<file path="src/rtl/lcd_arb_pkg.sv">
// Shared types and constants for the LCD bus arbiter: FSM states,
// requester index, D/C flag encoding and the requester count.
package lcd_arb_pkg;

   localparam int NUM_REQ = 2;

   localparam logic DC_CMD  = 1'b0;
   localparam logic DC_DATA = 1'b1;

   typedef logic [$clog2(NUM_REQ)-1:0] req_idx_t;

   typedef enum logic [2:0] {
      RST_LOW,
      RST_WAIT,
      IDLE,
      BURST,
      DRAIN,
      GAP
   } state_t;

   // Round-robin pick for two requesters: ptr is the one not served last.
   function automatic req_idx_t rr_pick(input logic [NUM_REQ-1:0] valid,
                                        input req_idx_t ptr);
      return valid[ptr] ? ptr : ~ptr;
   endfunction

endpackage

</file>
<file path="src/rtl/lcd_rst_seq.sv">
// Panel power-up timer: holds lcd_rst low for RST_LOW_CYC cycles, then waits
// RST_WAIT_CYC cycles with lcd_rst high before raising init_done.
module lcd_rst_seq #(
   parameter int RST_LOW_CYC  = 50000,
   parameter int RST_WAIT_CYC = 6000000
) (
   input  logic clk,
   input  logic reset,
   output logic lcd_rst,
   output logic init_done,
   output logic low_done,
   output logic wait_done
);

   localparam int MAX_CYC = (RST_LOW_CYC > RST_WAIT_CYC) ? RST_LOW_CYC : RST_WAIT_CYC;
   localparam int CNT_W   = $clog2(MAX_CYC + 1);

   logic [CNT_W-1:0] cnt;

   // Strobes mark the last cycle of each phase so the owner FSM moves in step.
   assign low_done  = !lcd_rst && (cnt == CNT_W'(RST_LOW_CYC - 1));
   assign wait_done = lcd_rst && !init_done && (cnt == CNT_W'(RST_WAIT_CYC - 1));

   always_ff @(posedge clk or posedge reset) begin
      if (reset) begin
         cnt       <= '0;
         lcd_rst   <= 1'b0;
         init_done <= 1'b0;
      end else if (low_done) begin
         cnt     <= '0;
         lcd_rst <= 1'b1;
      end else if (wait_done) begin
         cnt       <= '0;
         init_done <= 1'b1;
      end else if (!init_done) begin
         cnt <= cnt + 1'b1;
      end
   end

endmodule

</file>
<file path="src/rtl/lcd_bus_arbiter.sv">
// Two-requester arbiter in front of the LCD SPI shifter: panel reset sequencing,
// locked round-robin bursts, D/C tracking. Optional stall watchdog: LCD_ARB_WATCHDOG_EN.
module lcd_bus_arbiter
   import lcd_arb_pkg::*;
#(
   parameter int DATA_W       = 8,
   parameter int RST_LOW_CYC  = 50000,
   parameter int RST_WAIT_CYC = 6000000,
   parameter int TIMEOUT_CYC  = 4096
) (
   input  logic                           clk,
   input  logic                           reset,
   input  logic [NUM_REQ-1:0]             rq_valid,
   input  logic [NUM_REQ-1:0][DATA_W-1:0] rq_data,
   input  logic [NUM_REQ-1:0]             rq_dc,
   input  logic [NUM_REQ-1:0]             rq_last,
   output logic [NUM_REQ-1:0]             rq_ready,
   output logic                           tx_valid,
   output logic [DATA_W-1:0]              tx_data,
   input  logic                           tx_ready,
   input  logic                           tx_busy,
   output logic                           lcd_rs,
   output logic                           lcd_rst,
   output logic                           lcd_cs_n,
   output logic [NUM_REQ-1:0]             grant,
   output logic                           init_done,
   output logic                           err_timeout
);

   state_t   state;
   req_idx_t owner;
   req_idx_t rr_ptr;
   req_idx_t pick;
   logic     low_done;
   logic     wait_done;
   logic     dc_ok;
   logic     accept;
   logic     stall_trip;

   lcd_rst_seq #(
      .RST_LOW_CYC (RST_LOW_CYC),
      .RST_WAIT_CYC(RST_WAIT_CYC)
   ) u_rst_seq (
      .clk      (clk),
      .reset    (reset),
      .lcd_rst  (lcd_rst),
      .init_done(init_done),
      .low_done (low_done),
      .wait_done(wait_done)
   );

   // A D/C change must wait until the shifter has finished the previous byte.
   assign dc_ok    = !(tx_busy && (rq_dc[owner] != lcd_rs));
   assign tx_valid = (state == BURST) && rq_valid[owner] && dc_ok;
   assign tx_data  = rq_data[owner];
   assign accept   = tx_valid && tx_ready;
   assign pick     = rr_pick(rq_valid, rr_ptr);

   always_comb begin
      rq_ready        = '0;
      rq_ready[owner] = accept;
   end

`ifdef LCD_ARB_WATCHDOG_EN
   localparam int STALL_W = $clog2(TIMEOUT_CYC + 1);

   logic [STALL_W-1:0] stall_cnt;

   assign stall_trip = (state == BURST) && !rq_valid[owner] &&
                       (stall_cnt == STALL_W'(TIMEOUT_CYC - 1));

   always_ff @(posedge clk or posedge reset) begin
      if (reset) begin
         stall_cnt   <= '0;
         err_timeout <= 1'b0;
      end else begin
         if ((state != BURST) || rq_valid[owner] || stall_trip)
            stall_cnt <= '0;
         else
            stall_cnt <= stall_cnt + 1'b1;
         if (stall_trip)
            err_timeout <= 1'b1;
      end
   end
`else
   assign stall_trip  = 1'b0;
   assign err_timeout = 1'b0;
`endif

   always_ff @(posedge clk or posedge reset) begin
      if (reset) begin
         state    <= RST_LOW;
         grant    <= '0;
         lcd_cs_n <= 1'b1;
         lcd_rs   <= DC_CMD;
         owner    <= '0;
         rr_ptr   <= '0;
      end else begin
         case (state)
            RST_LOW:  if (low_done)  state <= RST_WAIT;
            RST_WAIT: if (wait_done) state <= IDLE;
            IDLE: begin
               if (|rq_valid) begin
                  owner    <= pick;
                  rr_ptr   <= ~pick;
                  grant    <= NUM_REQ'(1) << pick;
                  lcd_cs_n <= 1'b0;
                  state    <= BURST;
               end
            end
            BURST: begin
               if (accept)
                  lcd_rs <= rq_dc[owner];
               if ((accept && rq_last[owner]) || stall_trip)
                  state <= DRAIN;
            end
            DRAIN: begin
               if (!tx_busy) begin
                  grant    <= '0;
                  lcd_cs_n <= 1'b1;
                  state    <= GAP;
               end
            end
            GAP:     state <= IDLE;
            default: state <= RST_LOW;
         endcase
      end
   end

endmodule

</file>
<file path="config.mk">
export PLATFORM = sky130hd
export DESIGN_NAME = lcd_bus_arbiter
export DESIGN_NICKNAME = d
export VERILOG_FILES = /design/src/rtl/lcd_arb_pkg.sv /design/src/rtl/lcd_rst_seq.sv /design/src/rtl/lcd_bus_arbiter.sv
export SDC_FILE = /design/constraint.sdc
export NUM_CORES = 1
export LEC_CHECK = 0
export CORE_ASPECT_RATIO = 1.4
export CORE_UTILIZATION = 35
export DETAILED_ROUTE_END_ITERATION = 10
export GPL_TIMING_DRIVEN = 0
export PLACE_DENSITY = 0.62
export SLEW_MARGIN = 15
export SYNTH_ARGS = -nofsm -noshare
export SYNTH_HDL_FRONTEND = slang
export SYNTH_SLANG_ARGS = --single-unit
</file>
<file path="constraint.sdc">
create_clock -name clk -period 4.2 [get_ports clk]
set_input_delay 0.63 -clock clk [delete_from_list [all_inputs] [get_ports clk]]
set_output_delay 0.63 -clock clk [all_outputs]
set_load 0.1 [all_outputs]
</file>
==> run metrics <==
Core Region between 5000 and 6000 um^2; synth unique cells 47; Worst Hold Class flop to flop; Post-Synthesis Mean Instance Area approximately 9.6 um^2; fin nets between 200 and 300; final-report setup violation count 0; Die Width approximately 66 um; Detailed Routing Iterations Pass 1 4; vias per cell 5.48; Tot GR Track Use 18.3%; Worst Setup End Kind primary output; Hold Violations, Final 0; largest family of logic cells by synthesized area simple AND/OR/NAND/NOR gates; Ant. Diodes 0; unrepaired setup endpoints after global routing no; share of the clock period used by the worst path between 80 and 90%; CTS Buffer Depth 2; critical path class input pin to primary output; initial antenna violation count 0; global route overflow 0; DRC violations left 0; I/O Buffers 42; synthesis-to-finish area growth 30.3%; HPWL after DPL between 3 and 4 mm; synth top area cells dfrtp_1 41%, mux2_2 5.0%, nand2_1 4.4%; Main synth FF type dfrtp_1; Post-synth EDFFs 0; CTS resizes 0; CTS tree built; Seq/Total Area, Yosys between 40% and 50%; Worst Clk Skew between 0.003 and 0.004 ns; Final min period ~3.7 ns; Seq. cell area 852 um^2; Worst Path Required roughly 3.6 ns; share of cells above drive strength 1 a little under an eighth; Initial Utilization between 30% and 40%; xor/xnor share of the synthesized area under 10%; CP most frequent cell clkdlybuf4s50_1; Post-Syn Nets around 240; Adder-Cell Fraction of Synth Area less than 1%; pin count of the biggest net entering global routing 35; Power Density 253 nW/um^2; DIE HEIGHT around 92 um; Finished Layout Cells 330; setup_tns 0 ns; relative slew slack about 34%; compound-cell area share of the yosys netlist under 10%; Synth Area in Simple Gates 31.0%; Reg clk slew, reported paths 0.07 ns; Row Count 32; DRT antenna net count 0; cell accounting for the most synthesized area dfrtp_1; mux cell area share after synthesis under 10%; startpoint types input pin; first-pass GRT wire length 8.51 mm; Cells after Synth 212; cts hold-fix bufs 0; Crit path largest cell delay between 1 and 1.5 ns; CP arrival approximately 3.1 ns; Num CTS Buffers 5; worst slew pin tran approximately 0.98 ns; Yosys top cell area share about two fifths; #FFs+latches synth 34; Max rail drop VDD between 0.15 and 0.2 mV; wire per inst approximately 15 um; area of the multi-input gates between 1000 and 1500 um^2; GP Congestion between 0.8 and 0.9; Max Slew Vio Count 0; Top-Level Pins 44; synth cell count leaders 33 x dfrtp_1, 24 x nand2_1, 19 x nor2_1; top-count cell post-synth dfrtp_1; crit path max-delay cell type clkdlybuf4s50_1; synthesized area between 2000 and 2500 um^2; total number of vias 1,808; final wirelength between 5 and 6 mm; Die Footprint 6100 um^2; Cell Chain, Critical Path clkdlybuf4s50_1, mux2i_1, mux2_2, nor4b_4, nand2_1, nor2_2, clkdlybuf4s50_1; Placed Instances ~320; root buf cell clkbuf_8; Max Freq about 270 MHz; htree depth 2; Max-Cap Viols 0; Post CTS Setup Buffer Count 0; CTS Sinks 34; Synthesis Warnings 0; Post-synth ARST share 100%; crit-path max FO 3; DR iter-0 viols 90; cell leakage power roughly 0.0010 uW; clock latency on the worst-skew pair around 0.28 ns; Filler Cell Count about 540; vias in the first global route 1,839; status complete, no violations
[cell usage in the layout (no fill, tap or decap), types with 3 or more instances in the layout]
| cell | count |
|---|---|
| clkdlybuf4s50_1 | 42 |
| dfrtp_1 | 33 |
| nand2_1 | 24 |
| nor2_1 | 18 |
| nand3_1 | 16 |
| mux2_2 | 9 |
| a21oi_1 | 8 |
| xnor2_1 | 8 |
| o31ai_1 | 7 |
| inv_1 | 6 |
| nand2b_1 | 6 |
| clkbuf_8 | 6 |
| clkbuf_1 | 5 |
| mux2i_1 | 5 |
| nor3_1 | 5 |
| or4b_1 | 4 |
| o21ai_0 | 4 |
| xor2_1 | 4 |
| nand3b_1 | 3 |
| nor4_1 | 3 |
| nand4_1 | 3 |
| and3_1 | 3 |
| or4_1 | 3 |
[worst paths after layout]
| check | start | end | slack (ns) | cells past startpoint |
|---|---|---|---|---|
| max | rq_dc[1] | rq_ready[0] | 0.52 | 7 |
| min | lcd_cs_n | lcd_cs_n | 0.48 | 2 |
| max reg2reg | u_rst_seq.cnt[19] | u_rst_seq.cnt[12] | 1.76 | 5 |
| min reg2reg | lcd_cs_n | lcd_cs_n | 0.48 | 2 |
| max in group asynchronous | reset | u_rst_seq.cnt[18] | 2.97 | 2 |
| min in group asynchronous | reset | grant[0] | 0.78 | 2 |
[metrics by stage]
step	area [um^2]	utilization (%)	power, uW	hold slack, ns	setup slack, ns
after floorplan	2040	-	385	0.450	0.131
after global routing	2640	47.8	692	0.508	0.371
after global placement	2550	46.1	420	0.469	0.509
after detailed placement	2550	46.1	420	0.469	0.494
final	2640	47.8	667	0.477	0.516
after CTS	2640	47.8	670	0.481	0.483
[layout make-up]
type,instances,share of cell area [%]
Buffer,6,1.28
Clock buffer,7,3.27
Clock inverter,1,0.190
Inverter,7,0.995
Multi-Input combinational cell,165,42.8
Sequential cell,34,32.3
Tap cell,68,3.22
Timing Repair Buffer,42,15.9
[worst max-delay path, delay by kind of cell]
family | cells | cell delay [ns]
buffers and inverters | 2 | 1.60
AND/OR/NAND/NOR | 3 | 0.47
multiplexers | 2 | 0.36
[metal layers]
metal | up-vias | GRT usage, % | part of all wire (%)
met3 | 14 | 3.61 | 5.3
li1 | 869 | - | -
met2 | 80 | 32.3 | 52
met4 | 0 | 7.98 | 3.2
met5 | - | 0 | 0
met1 | 845 | 20.7 | 40
[kinds of logic after synthesis]
logic type / Yosys count
other: 1
xor gates and xnor gates: 13
AOI/OAI and AO/OA: 29
buffers and inverters: 13
DFF: 34
adders and majority gates: 1
muxes: 14
and+or+nand+nor: 107
[power by group]
part / switching, uW / internal (uW) / total [uW]
clock network: 122 / 132 / 254
registers: 0.331 / 328 / 328
logic: 51.7 / 33.2 / 84.9
total: 174 / 493 / 667
[registers in the layout (all words and copies together) (netlist names)]
name / count
lcd_cs_n: 1
owner: 1
grant: 2
u_rst_seq.init_done: 1
u_rst_seq.cnt: 23
state: 3
u_rst_seq.lcd_rst: 1
lcd_rs: 1
rr_ptr: 1
Note: power is estimated with default switching activity, not from simulation.
